`src/rtl/lfsr_range_if.sv`:
```
// ----------------------------------------------------------------------------
// lfsr_range_if : draw-control and output-stream bundle for lfsr_range
// Rev 1.0
// ----------------------------------------------------------------------------
`default_nettype none

interface lfsr_range_if #(
   parameter int LEN   = 8,
   parameter int OUT_W = 8
);
   logic             en;
   logic [OUT_W-1:0] range;
   logic [LEN-1:0]   lfsr_val;
   logic             lfsr_en;
   logic [OUT_W-1:0] out_data;
   logic             out_valid;
   logic             out_ready;
   logic [15:0]      rejects;

   modport master (
      output en, range, lfsr_val, out_ready,
      input  lfsr_en, out_data, out_valid, rejects
   );

   modport slave (
      input  en, range, lfsr_val, out_ready,
      output lfsr_en, out_data, out_valid, rejects
   );
endinterface

`default_nettype wire

```
`src/rtl/lfsr_range.sv`:
```
// ----------------------------------------------------------------------------
// lfsr_range : mask-and-reject reduction of LFSR words to [0, range), FIFO out
// Rev 1.0
// ----------------------------------------------------------------------------
`default_nettype none

module lfsr_range #(
   parameter int LEN       = 8,
   parameter int OUT_W     = 8,
   parameter int MAX_TRIES = 3,
   parameter int DEPTH     = 4
) (
   input  wire logic     clk,
   input  wire logic     rst_n,
   lfsr_range_if.slave   bus
);
   localparam int PTR_W = $clog2(DEPTH);
   localparam int CNT_W = PTR_W + 1;
   localparam int TRY_W = $clog2(MAX_TRIES + 1);

   logic [OUT_W-1:0] range_q;
   logic [OUT_W-1:0] mask_q;
   logic [TRY_W-1:0] tries;
   logic [15:0]      rejects;
   logic [OUT_W-1:0] mem [DEPTH];
   logic [PTR_W-1:0] wr_ptr;
   logic [PTR_W-1:0] rd_ptr;
   logic [CNT_W-1:0] count;

   logic [LEN-1:0]   word;
   logic [OUT_W-1:0] cand;
   logic [OUT_W-1:0] push_data;
   logic             full;
   logic             valid;
   logic             draw;
   logic             accept;
   logic             last_try;
   logic             push;
   logic             pop;

   // Smallest 2^k-1 covering n-1; n=0 wraps to all-ones so everything passes.
   function automatic logic [OUT_W-1:0] fill_mask(input logic [OUT_W-1:0] n);
      logic [OUT_W-1:0] m;
      m = n - 1'b1;
      for (int s = 1; s < OUT_W; s = s * 2) begin
         m = m | (m >> s);
      end
      return m;
   endfunction

   assign word      = bus.lfsr_val;
   assign full      = (count == CNT_W'(DEPTH));
   assign valid     = (count != '0);
   assign draw      = bus.en & ~full & rst_n;
   assign cand      = word[OUT_W-1:0] & mask_q;
   assign accept    = (range_q == '0) | (cand < range_q);
   assign last_try  = (tries == TRY_W'(MAX_TRIES - 1));
   assign push      = draw & (accept | last_try);
   // A rejected cand lies in [N, 2N-2], so subtracting N stays in range.
   assign push_data = accept ? cand : (cand - range_q);
   assign pop       = valid & bus.out_ready;

   assign bus.lfsr_en   = draw;
   assign bus.out_valid = valid;
   assign bus.out_data  = valid ? mem[rd_ptr] : '0;
   assign bus.rejects   = rejects;

   always_ff @(posedge clk or negedge rst_n) begin
      if (!rst_n) begin
         range_q <= '0;
         mask_q  <= '1;
      end else if (!bus.en) begin
         range_q <= bus.range;
         mask_q  <= fill_mask(bus.range);
      end
   end

   always_ff @(posedge clk or negedge rst_n) begin
      if (!rst_n) begin
         tries   <= '0;
         rejects <= '0;
      end else if (draw) begin
         if (push) begin
            tries <= '0;
         end else begin
            tries <= tries + 1'b1;
         end
         if (!accept && (rejects != 16'hFFFF)) begin
            rejects <= rejects + 1'b1;
         end
      end
   end

   always_ff @(posedge clk) begin
      if (push) begin
         mem[wr_ptr] <= push_data;
      end
   end

   always_ff @(posedge clk or negedge rst_n) begin
      if (!rst_n) begin
         wr_ptr <= '0;
         rd_ptr <= '0;
         count  <= '0;
      end else begin
         if (push) begin
            wr_ptr <= wr_ptr + 1'b1;
         end
         if (pop) begin
            rd_ptr <= rd_ptr + 1'b1;
         end
         case ({push, pop})
            2'b10:   count <= count + 1'b1;
            2'b01:   count <= count - 1'b1;
            default: count <= count;
         endcase
      end
   end
endmodule

`default_nettype wire
```
`src/flat_wrapper.sv`:
```
// flat-port wrapper written by rule: the top's interface ports become plain ports
module lfsr_range_flat 
#(
   parameter int LEN       = 8,
   parameter int OUT_W     = 8,
   parameter int MAX_TRIES = 3,
   parameter int DEPTH     = 4
)
  (clk, rst_n, bus_en, bus_range, bus_lfsr_val, bus_out_ready, bus_lfsr_en, bus_out_data, bus_out_valid, bus_rejects);
  lfsr_range_if #(.LEN(LEN), .OUT_W(OUT_W)) bus_i ();
  input  wire logic clk;
  input  wire logic rst_n;
  input wire logic [$bits(bus_i.en)-1:0] bus_en;
  input wire logic [$bits(bus_i.range)-1:0] bus_range;
  input wire logic [$bits(bus_i.lfsr_val)-1:0] bus_lfsr_val;
  input wire logic [$bits(bus_i.out_ready)-1:0] bus_out_ready;
  output wire logic [$bits(bus_i.lfsr_en)-1:0] bus_lfsr_en;
  output wire logic [$bits(bus_i.out_data)-1:0] bus_out_data;
  output wire logic [$bits(bus_i.out_valid)-1:0] bus_out_valid;
  output wire logic [$bits(bus_i.rejects)-1:0] bus_rejects;
  assign bus_i.en = bus_en;
  assign bus_i.range = bus_range;
  assign bus_i.lfsr_val = bus_lfsr_val;
  assign bus_i.out_ready = bus_out_ready;
  assign bus_lfsr_en = bus_i.lfsr_en;
  assign bus_out_data = bus_i.out_data;
  assign bus_out_valid = bus_i.out_valid;
  assign bus_rejects = bus_i.rejects;
  lfsr_range #(.LEN(LEN), .OUT_W(OUT_W), .MAX_TRIES(MAX_TRIES), .DEPTH(DEPTH)) u_core (.clk(clk), .rst_n(rst_n), .bus(bus_i));
endmodule
```
`config.mk`:
```
export PLATFORM = sky130hd
export DESIGN_NAME = lfsr_range_flat
export DESIGN_NICKNAME = d
export VERILOG_FILES = /design/src/rtl/lfsr_range_if.sv /design/src/rtl/lfsr_range.sv /design/src/flat_wrapper.sv
export SDC_FILE = /design/constraint.sdc
export NUM_CORES = 1
export LEC_CHECK = 0
export ABC_AREA = 1
export BUFFER_PORTS_ARGS = -buffer_cell sky130_fd_sc_hd__buf_4
export CORE_AREA = 2 2 94 96
export CTS_BUF_LIST = sky130_fd_sc_hd__clkbuf_16
export DETAILED_ROUTE_END_ITERATION = 7
export DIE_AREA = 0 0 96 98
export PLACE_DENSITY_LB_ADDON = 0.3
export RECOVER_POWER = 50
export SLEW_MARGIN = 10
export SYNTH_ARGS = -nofsm -noshare
export SYNTH_HDL_FRONTEND = slang
export SYNTH_SLANG_ARGS = --single-unit
```
`constraint.sdc`:
```
create_clock -name clk -period 4.4 [get_ports clk]
set_clock_uncertainty 0.2 [all_clocks]
set_input_delay 0.88 -clock clk [delete_from_list [all_inputs] [get_ports clk]]
set_output_delay 0.88 -clock clk [all_outputs]
set_load 0.01 [all_outputs]
```
== Word level (Yosys, flattened, before mapping) ==
Memories as Yosys holds them, arrays and structs flattened.
Index checks and enable logic that the tools add are counted.
Operators by class
  reductions and logical operators: 6
  equality and inequality tests: 5
  bitwise operators: 11
  add/subtract/negate cells: 8
  mux-type cells: 6
  $lt $le $gt $ge: 1
Operators by type and width (count)
  16-bit by 1-bit adder with 16-bit output (second input constant): 1
  8-bit 2-to-1 mux: 2
  16-bit inequality test (second input constant): 1
  8-bit AND: 1
  8-bit zero test: 1
  8-bit less-than comparator: 1
  8-bit by 4-bit bitwise OR with 8-bit output: 1
  8-bit by 6-bit bitwise OR with 8-bit output: 1
  8-bit by 7-bit bitwise OR with 8-bit output: 1
  8-bit by 1-bit subtractor with 8-bit output (second input constant): 1
  8-bit subtractor: 1
  2-bit by 1-bit adder with 2-bit output (second input constant): 3
  3-bit one-hot mux with 2 select lines: 1
  1-bit AND: 4
  2-bit equality test (second input constant): 2
  3-bit by 1-bit adder with 3-bit output (second input constant): 1
  3-bit equality test (second input constant): 1
  3-bit nonzero test: 1
  3-bit by 1-bit subtractor with 3-bit output (second input constant): 1
  2-bit by 1-bit equality test with 1-bit output (second input constant): 1
  1-bit 2-to-1 mux: 2
  2-bit 2-to-1 mux: 1
  1-bit bitwise OR: 2
  2-bit AND reduction: 1
  other kinds (4): 4
Word-level totals
  register bits after elaboration: 41
  word-level logic and storage cells: 45
  memories kept: 1
  memory bits (writable): 32
Memory list
  u_core.mem: depth 4, bits a word 8, read ports 1, clocked after memory_dff 0, wr ports 1, RTL line lfsr_range.sv:25  | logic [OUT_W-1:0] mem [DEPTH];

== Depth between registers and ports, before layout ==
Gate-level depths: netlist of run 1.
  depth in word-level cells: 7
  mapped depth: 15
  gate-level depth less buffers: 15

== Least setup slack after synthesis of run 1 ==
Ideal clock, no wire load.
  kind: input -> register
  from: in bus_lfsr_val[0]
  to: reg u_core.count[2]
  slack: 947 ps
  arrival: 3122 ps
  cell stages on the path: 14
  cell sequence: nand2_1 ha_1 fa_1 o21ai_2 nand2_1 nand2_2 nand3_1 nand2_1 ha_1 inv_1 fa_1 a21oi_1 o21ai_0 xor2_1
On the way
  longest elaborated chain between the ends: 7
Ends and longest elaborated chain
  from (decl): RTL line flat_wrapper.sv:15  | input wire logic [$bits(bus_i.lfsr_val)-1:0] bus_lfsr_val;
  8-bit AND *: RTL line lfsr_range.sv:55  | assign cand = word[OUT_W-1:0] & mask_q;
  8-bit less-than comparator *: RTL line lfsr_range.sv:56  | assign accept = (range_q == '0) | (cand < range_q);
  1-bit bitwise OR *: RTL line lfsr_range.sv:56
  1-bit bitwise OR *: RTL line lfsr_range.sv:58  | assign push = draw & (accept | last_try);
  1-bit AND *: RTL line lfsr_range.sv:58
  2-bit by 1-bit equality test with 1-bit output or 2-bit equality test (tied branches): RTL line lfsr_range.sv:112  | case ({push, pop})
  3-bit one-hot mux with 2 select lines or 2-bit nonzero test (tied branches)
  to (signal assigned): RTL line lfsr_range.sv:113  | 2'b10: count <= count + 1'b1;
  to (signal assigned): RTL line lfsr_range.sv:114  | 2'b01: count <= count - 1'b1;
  to (signal assigned): RTL line lfsr_range.sv:115  | default: count <= count;
  to (decl): RTL line lfsr_range.sv:28  | logic [CNT_W-1:0] count;
Every way passes the cells marked *; elsewhere a longest branch is shown, timed or not.
A chain may end at the register's enable or synchronous reset.

== Final worst setup path of run 1 ==
Ends and elaborated chain as after synthesis.

==> impl_metrics.py, run 1 <==
metrics = {
    "timing": {
        "slew_headroom_pct": -41.5,
        "rsz0062_at_grt": "false",
        "worst-slew-pin-transition_ps": 2120,
        "fin_setup_tns_ps": 0,
        "finalCriticalPeriod_ps": 3590,
        "holdWs_ps": 276,
        "fmax_mhz": 278,
        "finalCritPeriodShare_pct": 81.7,
        "slew_violations": 42,
        "hold_violations": 0,
        "setup_viol_count_final": 0,
    },
    "clock_tree": {
        "cts-root-buf": "clkbuf_16",
        "cts-buffers-inserted": 9,
        "htreeDepth": 3,
        "clock-sinks": 73,
        "cts_buffer_depth": 2,
        "clk_pin_slew_ps": 60,
        "cts_resized": 0,
        "holdBufCountCts": 0,
        "cts_tree": "done",
        "clk_latency_ps": 330,
        "post_cts_buffers": 0,
    },
    "detailed_routing": {
        "wirelength_um": 8080,
        "wl_met3_um": 259,
        "remaining_drc_errors": 0,
        "vias": 3221,
        "routed.top_layer": "met4",
        "drtIter0Drc": 138,
        "wl_per_cell_um": 12.3,
        "met2_length_um": 3880,
        "postRouteAntennaNets": 0,
        "wl_met1_um": 3850,
        "vias_per_cell": 4.92,
        "first_pass_iters": 4,
    },
    "worst_setup_path": {
        "crit_path_max_incr_delay_ps": 420,
        "r2r-start": "u_core.mask_q[0]",
        "timing.critical_path.mode_cell": "nand2_1",
        "crit_path_cell_trace": "clkbuf_4 > nand2_1 > ha_1 > fa_1 > o21ai_0 > nand2_1 > nand2_1 > nand3_1 > nand2_1 > ha_1 > inv_1 > fa_1 > a21oi_1 > o21ai_0 > xor2_1",
        "cp_top_family": "adder cells",
        "cp.depth": 15,
        "slowest_stage": "fa_1",
        "crit_arrival_ps": 3590,
        "r2r_cells": 14,
        "cp_num_buf_inv": 2,
        "worst-path-max-fanout": 7,
        "path_class": "in2reg",
        "crit_required_ps": 4400,
        "crit_path_end_kind": "flop",
        "crit_path_start_kind": "input port",
        "startpoint": "bus_lfsr_val[0]",
    },
    "placement": {
        "dp_hpwl_um": 5940,
        "port_buffers": 45,
        "globalplace.congestion": 0.869,
        "placed_cells": 639,
    },
    "cells_and_area": {
        "nets": 581,
        "nFillCells": 776,
        "area_delta_synth_final_pct": 15.3,
        "multiInputGateArea_mm2": 0.00182,
        "drive_above_1_share_pct": 11.9,
        "instances_no_fill": 655,
        "diodes": 0,
        "register_area_mm2": 0.00200,
    },
    "power_and_ir_drop": {
        "seq_power_share_pct": 39.9,
        "vdd_drop_max_mv": 0.280,
        "internal-power_w": 0.00155,
        "sw_frac_of_total_pct": 33.6,
        "power_frac_clock_pct": 30.1,
        "leakagePower_nw": 2.20,
        "finalPower_w": 0.00234,
        "switching_power_w": 0.000786,
        "comb_power_share_pct": 30.0,
        "power_density_mw_per_mm2": 492,
    },
    "floorplanning": {
        "fp.coreArea_mm2": 0.00847,
        "ios": 46,
        "dieArea_mm2": 0.00941,
        "rows": 34,
        "die_height_um": 98,
        "die_w_um": 96,
        "initial_utilization_pct": 48.7,
    },
    "synth": {
        "synth-adder-area-share_pct": 6.12,
        "ys_types": 35,
        "synthArstFlopShare_pct": 56.2,
        "syn-instance-count": 493,
        "synthXorXnorAreaFrac_pct": 4.46,
        "synthMuxAreaShare_pct": 0,
        "syn-cell-area_mm2": 0.00413,
        "ys_warn_count": 0,
        "avgSynthCellArea_um2": 8.37,
        "seq_area_frac_synth_pct": 48.4,
        "synth_top_family_by_area": "simple AND/OR/NAND/NOR gates",
        "synth_compound_area_share_pct": 7.67,
        "synth_seq_cells": 73,
        "synth_ff_type": "dfrtp_1",
        "synth_nets": 532,
        "synth-simple-area-share_pct": 26.6,
        "synth-edff-count": 32,
    },
    "global_route": {
        "grt_first_pass_wirelength_um": 14200,
        "antenna_found_initial": 0,
        "overflow": 0,
        "grt_max_degree": 42,
        "grt_pass1_vias": 3154,
        "grt_usage_pct": 19.0,
    },
    "flow_run": {
        "maxCapViolations": 1,
    },
    "outcome": {
        "violations": "capacitance limit, slew limit",
        "status": "finished with violations",
    },
    "min_path": {
        "holdPathStages": 2,
        "min_path_type": "reg2reg",
        "hp-start": "u_core.mask_q[3]",
    },
}
power by group through the flow:
stage	clock network [W]	logic, W	registers, W
6_report	0.000705	0.000702	0.000934
5_1_grt	0.000747	0.000819	0.000952
4_1_cts	0.000721	0.000731	0.000937
3_5_place_dp	0	0.000726	0.000949
3_3_place_gp	0	0.000703	0.000946
2_1_floorplan	0	0.000515	0.000899
worst register-to-register path: cells and delay by family, from the launching register on:
kind / cells / cell delay [ps]
fa+ha+maj: 4 / 1170
xor+xnor: 1 / 150
flops: 1 / 540
buf+inv: 1 / 60
simple gates: 5 / 590
compound gates: 3 / 640
state kept, by name, summed over array words and instances (netlist names):
signal,cells
u_core.mem,32
u_core.wr_ptr,2
u_core.tries,2
u_core.range_q,8
u_core.mask_q,8
u_core.bus.rejects,16
u_core.rd_ptr,2
u_core.count,3
Yosys cell counts, types with 2 or more instances:
library cell	count	area share, %
edfxtp_1	32	23
xnor2_1	11	2.3
inv_1	53	4.8
xor2_1	10	2.1
fa_1	2	0.97
nor3_1	8	0.97
dfrtp_1	33	20
nand2_4	2	0.55
dfstp_2	8	5.1
nand3b_1	3	0.55
nor2_1	58	5.3
inv_2	3	0.27
nor2_4	3	0.82
a21o_1	2	0.36
clkbuf_1	4	0.36
clkinv_1	2	0.18
nand2_1	140	13
nand4_1	6	0.91
a21oi_1	13	1.6
ha_1	17	5.2
nand3_1	24	2.9
o21ai_0	38	4.6
buf_2	3	0.36
nand2_2	7	1.1
cells in the final DEF, fill, tap and decap left out, types with 10 or more instances in the layout:
cell type  count
ha_1          17
inv_1         54
xnor2_1       11
buf_4         26
a21oi_1       13
clkbuf_1      20
nand2_1      142
dfrtp_1       33
o21ai_0       39
xor2_1        10
edfxtp_1      32
nand3_1       24
nor2_1        59
routing by layer:
layer / global-route usage [%] / vias to the layer above
met5: 0 / -
met4: 4.73 / 0
met3: 3.63 / 9
met2: 32.1 / 55
met1: 25.0 / 1475
li1: - / 1682
cell type report:
| class | count | area share (%) |
|---|---|---|
| clock buffers | 9 | 4.74 |
| clock inverters | 7 | 1.50 |
| inverters | 58 | 4.58 |
| multi-input cells | 352 | 38.4 |
| flip-flops and latches | 73 | 42.0 |
| well taps | 108 | 2.84 |
| repair buffers | 48 | 6.00 |
final timing paths:
check	slack, ps	to
worst max-delay path	810	u_core.count[2]
worst min-delay path	280	u_core.mask_q[3]
worst max register to register	910	u_core.count[2]
worst min register to register	280	u_core.mask_q[3]
max in group asynchronous	1670	u_core.range_q[1]
min in group asynchronous	1110	u_core.count[1]
cells by family (layout without fill, tap and decap cells):
group | Yosys count | after routing
and+or+nand+nor | 254 | 254
AOI/OAI and AO/OA | 58 | 58
buffers and inverters | 68 | 122
xor gates and xnor gates | 21 | 21
adders and majority gates | 19 | 19
DFF | 73 | 73
through the flow:
stage / area [um^2] / utilization [%] / setup WS (ps)
2_1_floorplan: 4130 / - / 947
3_3_place_gp: 4560 / 53.9 / 703
3_5_place_dp: 4560 / 53.9 / 641
4_1_cts: 4860 / 57.4 / 976
5_1_grt: 4760 / 56.2 / 473
6_report: 4760 / 56.2 / 806
Power figures use the tool's default switching activity.
==> run 2, diff against run 1 <==
clock period = 3.4 ns   (was 4.4 ns; I/O delays follow)
==> run 2 against run 1 <==
  * The run still ends with capacitance limit, slew limit left
  * Hold slack got worse by 0.99 ps
  * Clock power grew 45%
  * Highest routed layer unchanged
  * Wire length increased by 2.1%
  * Setup slack worse by 510 ps
  * Largest power group unchanged
  * Final cell count grew 0.31%
  * Sequential power rose by 30%
  * Via count is 1.1% higher
  * Critical path type is now reg2reg
  * Core utilization up 0.50 points
  * Flip-flop and latch count did not move
==> impl_metrics.py, run 2 (synthesis gave the netlist of run 1 again) <==
metrics = {
    "cells_and_area": {
        "final_core_util_pct": 56.7,
        "final_cell_mix": "nand2_1, nor2_1, inv_1",
        "final_common_cell": "nand2_1",
        "largest_register_ff_count": 32,
        "top_register": "u_core.mem",
        "largest_registers": "u_core.mem x32, u_core.bus.rejects x16",
        "nets": 583,
        "drive_above_1_share_pct": 12.0,
        "area_delta_synth_final_pct": 16.3,
        "diodes": 0,
    },
    "timing": {
        "hold_violations": 0,
        "fmax_mhz": 322,
        "finalCritPeriodShare_pct": 91.4,
        "fin_setup_tns_ps": 0,
        "slew_violations": 42,
        "worst-slew-pin-transition_ps": 2150,
        "finalCriticalPeriod_ps": 3110,
        "setup_viol_count_final": 0,
        "rsz0062_at_grt": "false",
        "slew_headroom_pct": -43.6,
    },
    "worst_setup_path": {
        "crit_path_cell_trace": "nand2_1 > ha_1 > fa_1 > o21ai_2 > nand2_1 > nand2_2 > nand3_1 > nand2_1 > ha_1 > inv_1 > fa_1 > a21oi_1 > o21ai_0 > xor2_1",
        "crit_path_max_incr_delay_ps": 550,
        "crit_path_end_kind": "flop",
        "r2r-start": "u_core.mask_q[0]",
        "cp_top_family": "adder cells",
        "r2r_end": "u_core.count[2]",
        "ff2ff_setup_slack_ps": 290,
        "worst-path-max-fanout": 3,
        "r2r_cells": 14,
        "crit_path_start_kind": "flop",
        "crit_arrival_ps": 3120,
        "crit_required_ps": 3410,
        "slowest_stage": "dfstp_1",
        "cp.depth": 14,
        "cp_num_buf_inv": 1,
        "path_class": "reg2reg",
        "timing.critical_path.mode_cell": "nand2_1",
    },
    "floorplanning": {
        "dieArea_mm2": 0.00941,
        "initial_utilization_pct": 48.7,
        "fp.coreArea_mm2": 0.00847,
        "die_w_um": 96,
        "rows": 34,
        "die_height_um": 98,
        "ios": 46,
    },
    "detailed_routing": {
        "vias": 3258,
        "postRouteAntennaNets": 0,
        "first_pass_iters": 4,
        "drtIter0Drc": 162,
        "wirelength_um": 8250,
        "vias_per_cell": 4.96,
        "remaining_drc_errors": 0,
        "wl_per_cell_um": 12.5,
    },
    "clock_tree": {
        "cts_buffer_depth": 2,
        "cts_tree": "done",
        "cts-buffers-inserted": 9,
        "htreeDepth": 3,
        "cts_resized": 0,
        "holdBufCountCts": 0,
        "clk_latency_ps": 330,
        "clock-sinks": 73,
        "clk_pin_slew_ps": 60,
        "post_cts_buffers": 0,
        "cts-root-buf": "clkbuf_16",
    },
    "global_route": {
        "use_met1_pct": 25.1,
        "grt_pass1_vias": 3112,
        "grt_first_pass_wirelength_um": 14100,
        "antenna_found_initial": 0,
        "grt.met2_usage_pct": 31.5,
        "use_met3_pct": 3.01,
        "grt_max_degree": 42,
        "grt-busiest-layer": "met2",
        "overflow": 0,
        "grt_usage_pct": 19.1,
    },
    "placement": {
        "globalplace.congestion": 0.885,
        "dp_hpwl_um": 5940,
        "port_buffers": 45,
    },
    "power_and_ir_drop": {
        "power_density_mw_per_mm2": 658,
        "leakagePower_nw": 2.22,
        "vdd_drop_max_mv": 0.411,
    },
    "min_path": {
        "holdPathStages": 2,
        "hold_end": "u_core.mask_q[1]",
        "min_path_type": "reg2reg",
        "hp-start": "u_core.mask_q[1]",
    },
    "outcome": {
        "status": "finished with violations",
        "violations": "capacitance limit, slew limit",
    },
    "flow_run": {
        "maxCapViolations": 1,
    },
}
-- run 2: layout make-up --
class | count | area (um^2)
clock buffers | 9 | 225
flip-flops and latches | 73 | 2000
fillers | 756 | 3670
clock inverters | 7 | 100
repair buffers | 50 | 285
inverters | 58 | 218
multi-input cells | 352 | 1840
well taps | 108 | 135
-- run 2: worst max path at each step --
stage	startpoint	end	slack, ps
global placement	bus_lfsr_val[0]	u_core.count[2]	110
detailed placement	bus_lfsr_val[0]	u_core.count[2]	60
floorplan	bus_lfsr_val[0]	u_core.count[2]	150
finish	u_core.mask_q[0]	u_core.count[2]	290
global route	u_core.mask_q[0]	u_core.count[2]	60
CTS	u_core.mask_q[0]	u_core.count[2]	270
-- run 2: metrics by stage --
stage	setup WS, ps	cell area [um^2]	cells	total power [W]	hold slack, ps
floorplan	147	4130	493	0.00183	184
global placement	112	4580	641	0.00215	262
detailed placement	60.5	4580	641	0.00219	265
CTS	270	4900	657	0.00323	249
global route	61.5	4800	657	0.00338	296
finish	291	4800	657	0.00316	275
-- run 2: report_power, final --
group / internal [W] / leakage [nW] / total [W] / switching [W]
Combinational: 0.000375 / 1.25 / 0.000928 / 0.000553
Sequential: 0.00108 / 0.804 / 0.00121 / 0.000131
Clock: 0.000650 / 0.161 / 0.00102 / 0.000374
-- run 2: metal layers --
| metal | up-vias | wire [um] |
|---|---|---|
| met3 | 8 | 257 |
| met2 | 72 | 4070 |
| met4 | 0 | 78 |
| li1 | 1685 | - |
| met5 | - | 0 |
| met1 | 1493 | 3840 |
-- run 2: worst min-delay path: cells and delay by family, from the launching register on --
family	cells	cell delay, ps
flip-flops	1	370
AND/OR/NAND/NOR	2	110
==> run 3, diff against run 2 <==
CTS_BUF_LIST = default   (was sky130_fd_sc_hd__clkbuf_16)
==> run 3 against run 2 <==
  * The flow still finishes with violations (capacitance limit, slew limit)
  * Die area stayed put
  * Final cell count stayed put
  * Critical path depth stayed put
  * Flip-flop and latch count stayed put
  * Clock power is 25% lower
  * Power is 8.4% lower
  * Global-route usage is 0.28 points lower
  * Wire length is 1.2% lower
  * Combinational power is 0.6% lower
  * Largest cell class unchanged
  * Largest power group unchanged
==> impl_metrics.py, run 3 (synthesis gave the netlist of run 1 again) <==
metrics = {
    "clock_tree": {
        "cts_resized": 0,
        "cts_tree": "done",
        "cts-root-buf": "clkbuf_8",
        "holdBufCountCts": 0,
        "clk_pin_slew_ps": 80,
        "cts_buffer_depth": 2,
        "clk_latency_ps": 350,
        "cts-buffers-inserted": 9,
        "post_cts_buffers": 0,
        "htreeDepth": 3,
        "clock-sinks": 73,
    },
    "detailed_routing": {
        "first_pass_iters": 4,
        "remaining_drc_errors": 0,
        "vias": 3248,
        "vias_per_cell": 4.94,
        "drtIter0Drc": 167,
        "postRouteAntennaNets": 0,
        "wirelength_um": 8150,
        "wl_per_cell_um": 12.4,
    },
    "timing": {
        "finalCritPeriodShare_pct": 91.5,
        "fmax_mhz": 321,
        "worst-slew-pin-transition_ps": 2150,
        "setup_viol_count_final": 0,
        "finalCriticalPeriod_ps": 3110,
        "hold_violations": 0,
        "slew_violations": 42,
        "rsz0062_at_grt": "false",
        "worst_slack_ps": 287,
        "slew_headroom_pct": -43.1,
        "fin_setup_tns_ps": 0,
    },
    "floorplanning": {
        "die_height_um": 98,
        "dieArea_mm2": 0.00941,
        "ios": 46,
        "initial_utilization_pct": 48.7,
        "rows": 34,
        "fp.coreArea_mm2": 0.00847,
        "die_w_um": 96,
    },
    "outcome": {
        "violations": "capacitance limit, slew limit",
        "status": "finished with violations",
    },
    "placement": {
        "dpl_cell_area_mm2": 0.00458,
        "globalplace.congestion": 0.885,
        "place_ws_ps": 60.5,
        "placed_cells": 641,
        "port_buffers": 45,
        "dp_hpwl_um": 5940,
    },
    "global_route": {
        "grt.met2_usage_pct": 30.1,
        "grt_max_degree": 42,
        "antenna_found_initial": 0,
        "grt_pass1_vias": 3087,
        "overflow": 0,
        "grt-busiest-layer": "met2",
        "use_met3_pct": 3.78,
        "use_met1_pct": 24.8,
        "grt_usage_pct": 18.8,
        "grt_first_pass_wirelength_um": 13900,
    },
    "cells_and_area": {
        "nets": 583,
        "largest_registers": "u_core.mem x32, u_core.bus.rejects x16",
        "final_common_cell": "nand2_1",
        "drive_above_1_share_pct": 12.2,
        "instances_no_fill": 657,
        "final_cell_mix": "nand2_1, nor2_1, inv_1",
        "final_area_mm2": 0.00470,
        "area_delta_synth_final_pct": 13.8,
        "largest_register_ff_count": 32,
        "diodes": 0,
        "nFillCells": 776,
        "top_register": "u_core.mem",
    },
    "worst_setup_path": {
        "crit_arrival_ps": 3140,
        "crit_path_end_kind": "flop",
        "path_class": "reg2reg",
        "worst-path-max-fanout": 3,
        "crit_path_start_kind": "flop",
        "r2r_cells": 14,
        "crit_required_ps": 3430,
    },
    "min_path": {
        "min_path_type": "reg2reg",
        "holdPathStages": 2,
    },
    "power_and_ir_drop": {
        "vdd_drop_max_mv": 0.278,
        "leakagePower_nw": 2.17,
        "power_density_mw_per_mm2": 616,
    },
    "flow_run": {
        "maxCapViolations": 1,
    },
}
run 3: final timing paths:
path | from | end | slack, ps
min in group asynchronous | rst_n | u_core.count[1] | 920
setup / recovery | u_core.mask_q[0] | u_core.count[2] | 290
hold reg to reg | u_core.mask_q[1] | u_core.mask_q[1] | 280
max in group asynchronous | rst_n | u_core.range_q[4] | 850
hold / removal | u_core.mask_q[1] | u_core.mask_q[1] | 280
setup reg to reg | u_core.mask_q[0] | u_core.count[2] | 290
run 3: report_power, final:
group	switching [W]	leakage [nW]	internal, W
clock network	0.000346	0.115	0.000421
registers	0.000131	0.804	0.00107
logic	0.000546	1.25	0.000376
run 3: stage by stage:
| stage | hold WS [ps] | utilization, % | power [W] |
|---|---|---|---|
| final | 278 | 55.5 | 0.00289 |
| after CTS | 223 | 56.7 | 0.00296 |
| after floorplan | 184 | - | 0.00183 |
| after global routing | 300 | 55.5 | 0.00311 |
| after detailed placement | 265 | 54.0 | 0.00219 |
| after global placement | 262 | 54.0 | 0.00215 |
run 3: layer usage:
metal / vias up / part of all wire (%)
met3: 13 / 3.3
met4: 0 / 1.6
met5: - / 0
met1: 1490 / 47
li1: 1687 / -
met2: 58 / 48
run 3: final cells by class:
| type | count | area, um^2 | share of cell area (%) |
|---|---|---|---|
| Clock buffer | 9 | 124 | 2.64 |
| Clock inverter | 7 | 100 | 2.13 |
| Inverter | 58 | 218 | 4.64 |
| Multi-Input combinational cell | 352 | 1830 | 39.0 |
| Sequential cell | 73 | 2000 | 42.5 |
| Tap cell | 108 | 135 | 2.88 |
| Timing Repair Buffer | 50 | 289 | 6.16 |
run 3: critical path, cell delays in order, from the launching register on:
cell and delay [ps]:
dfstp_1 560, nand2_1 70, ha_1 210, fa_1 420
o21ai_2 180, nand2_1 80, nand2_2 60, nand3_1 80
nand2_1 120, ha_1 170, inv_1 80, fa_1 380
a21oi_1 140, o21ai_0 100, xor2_1 150
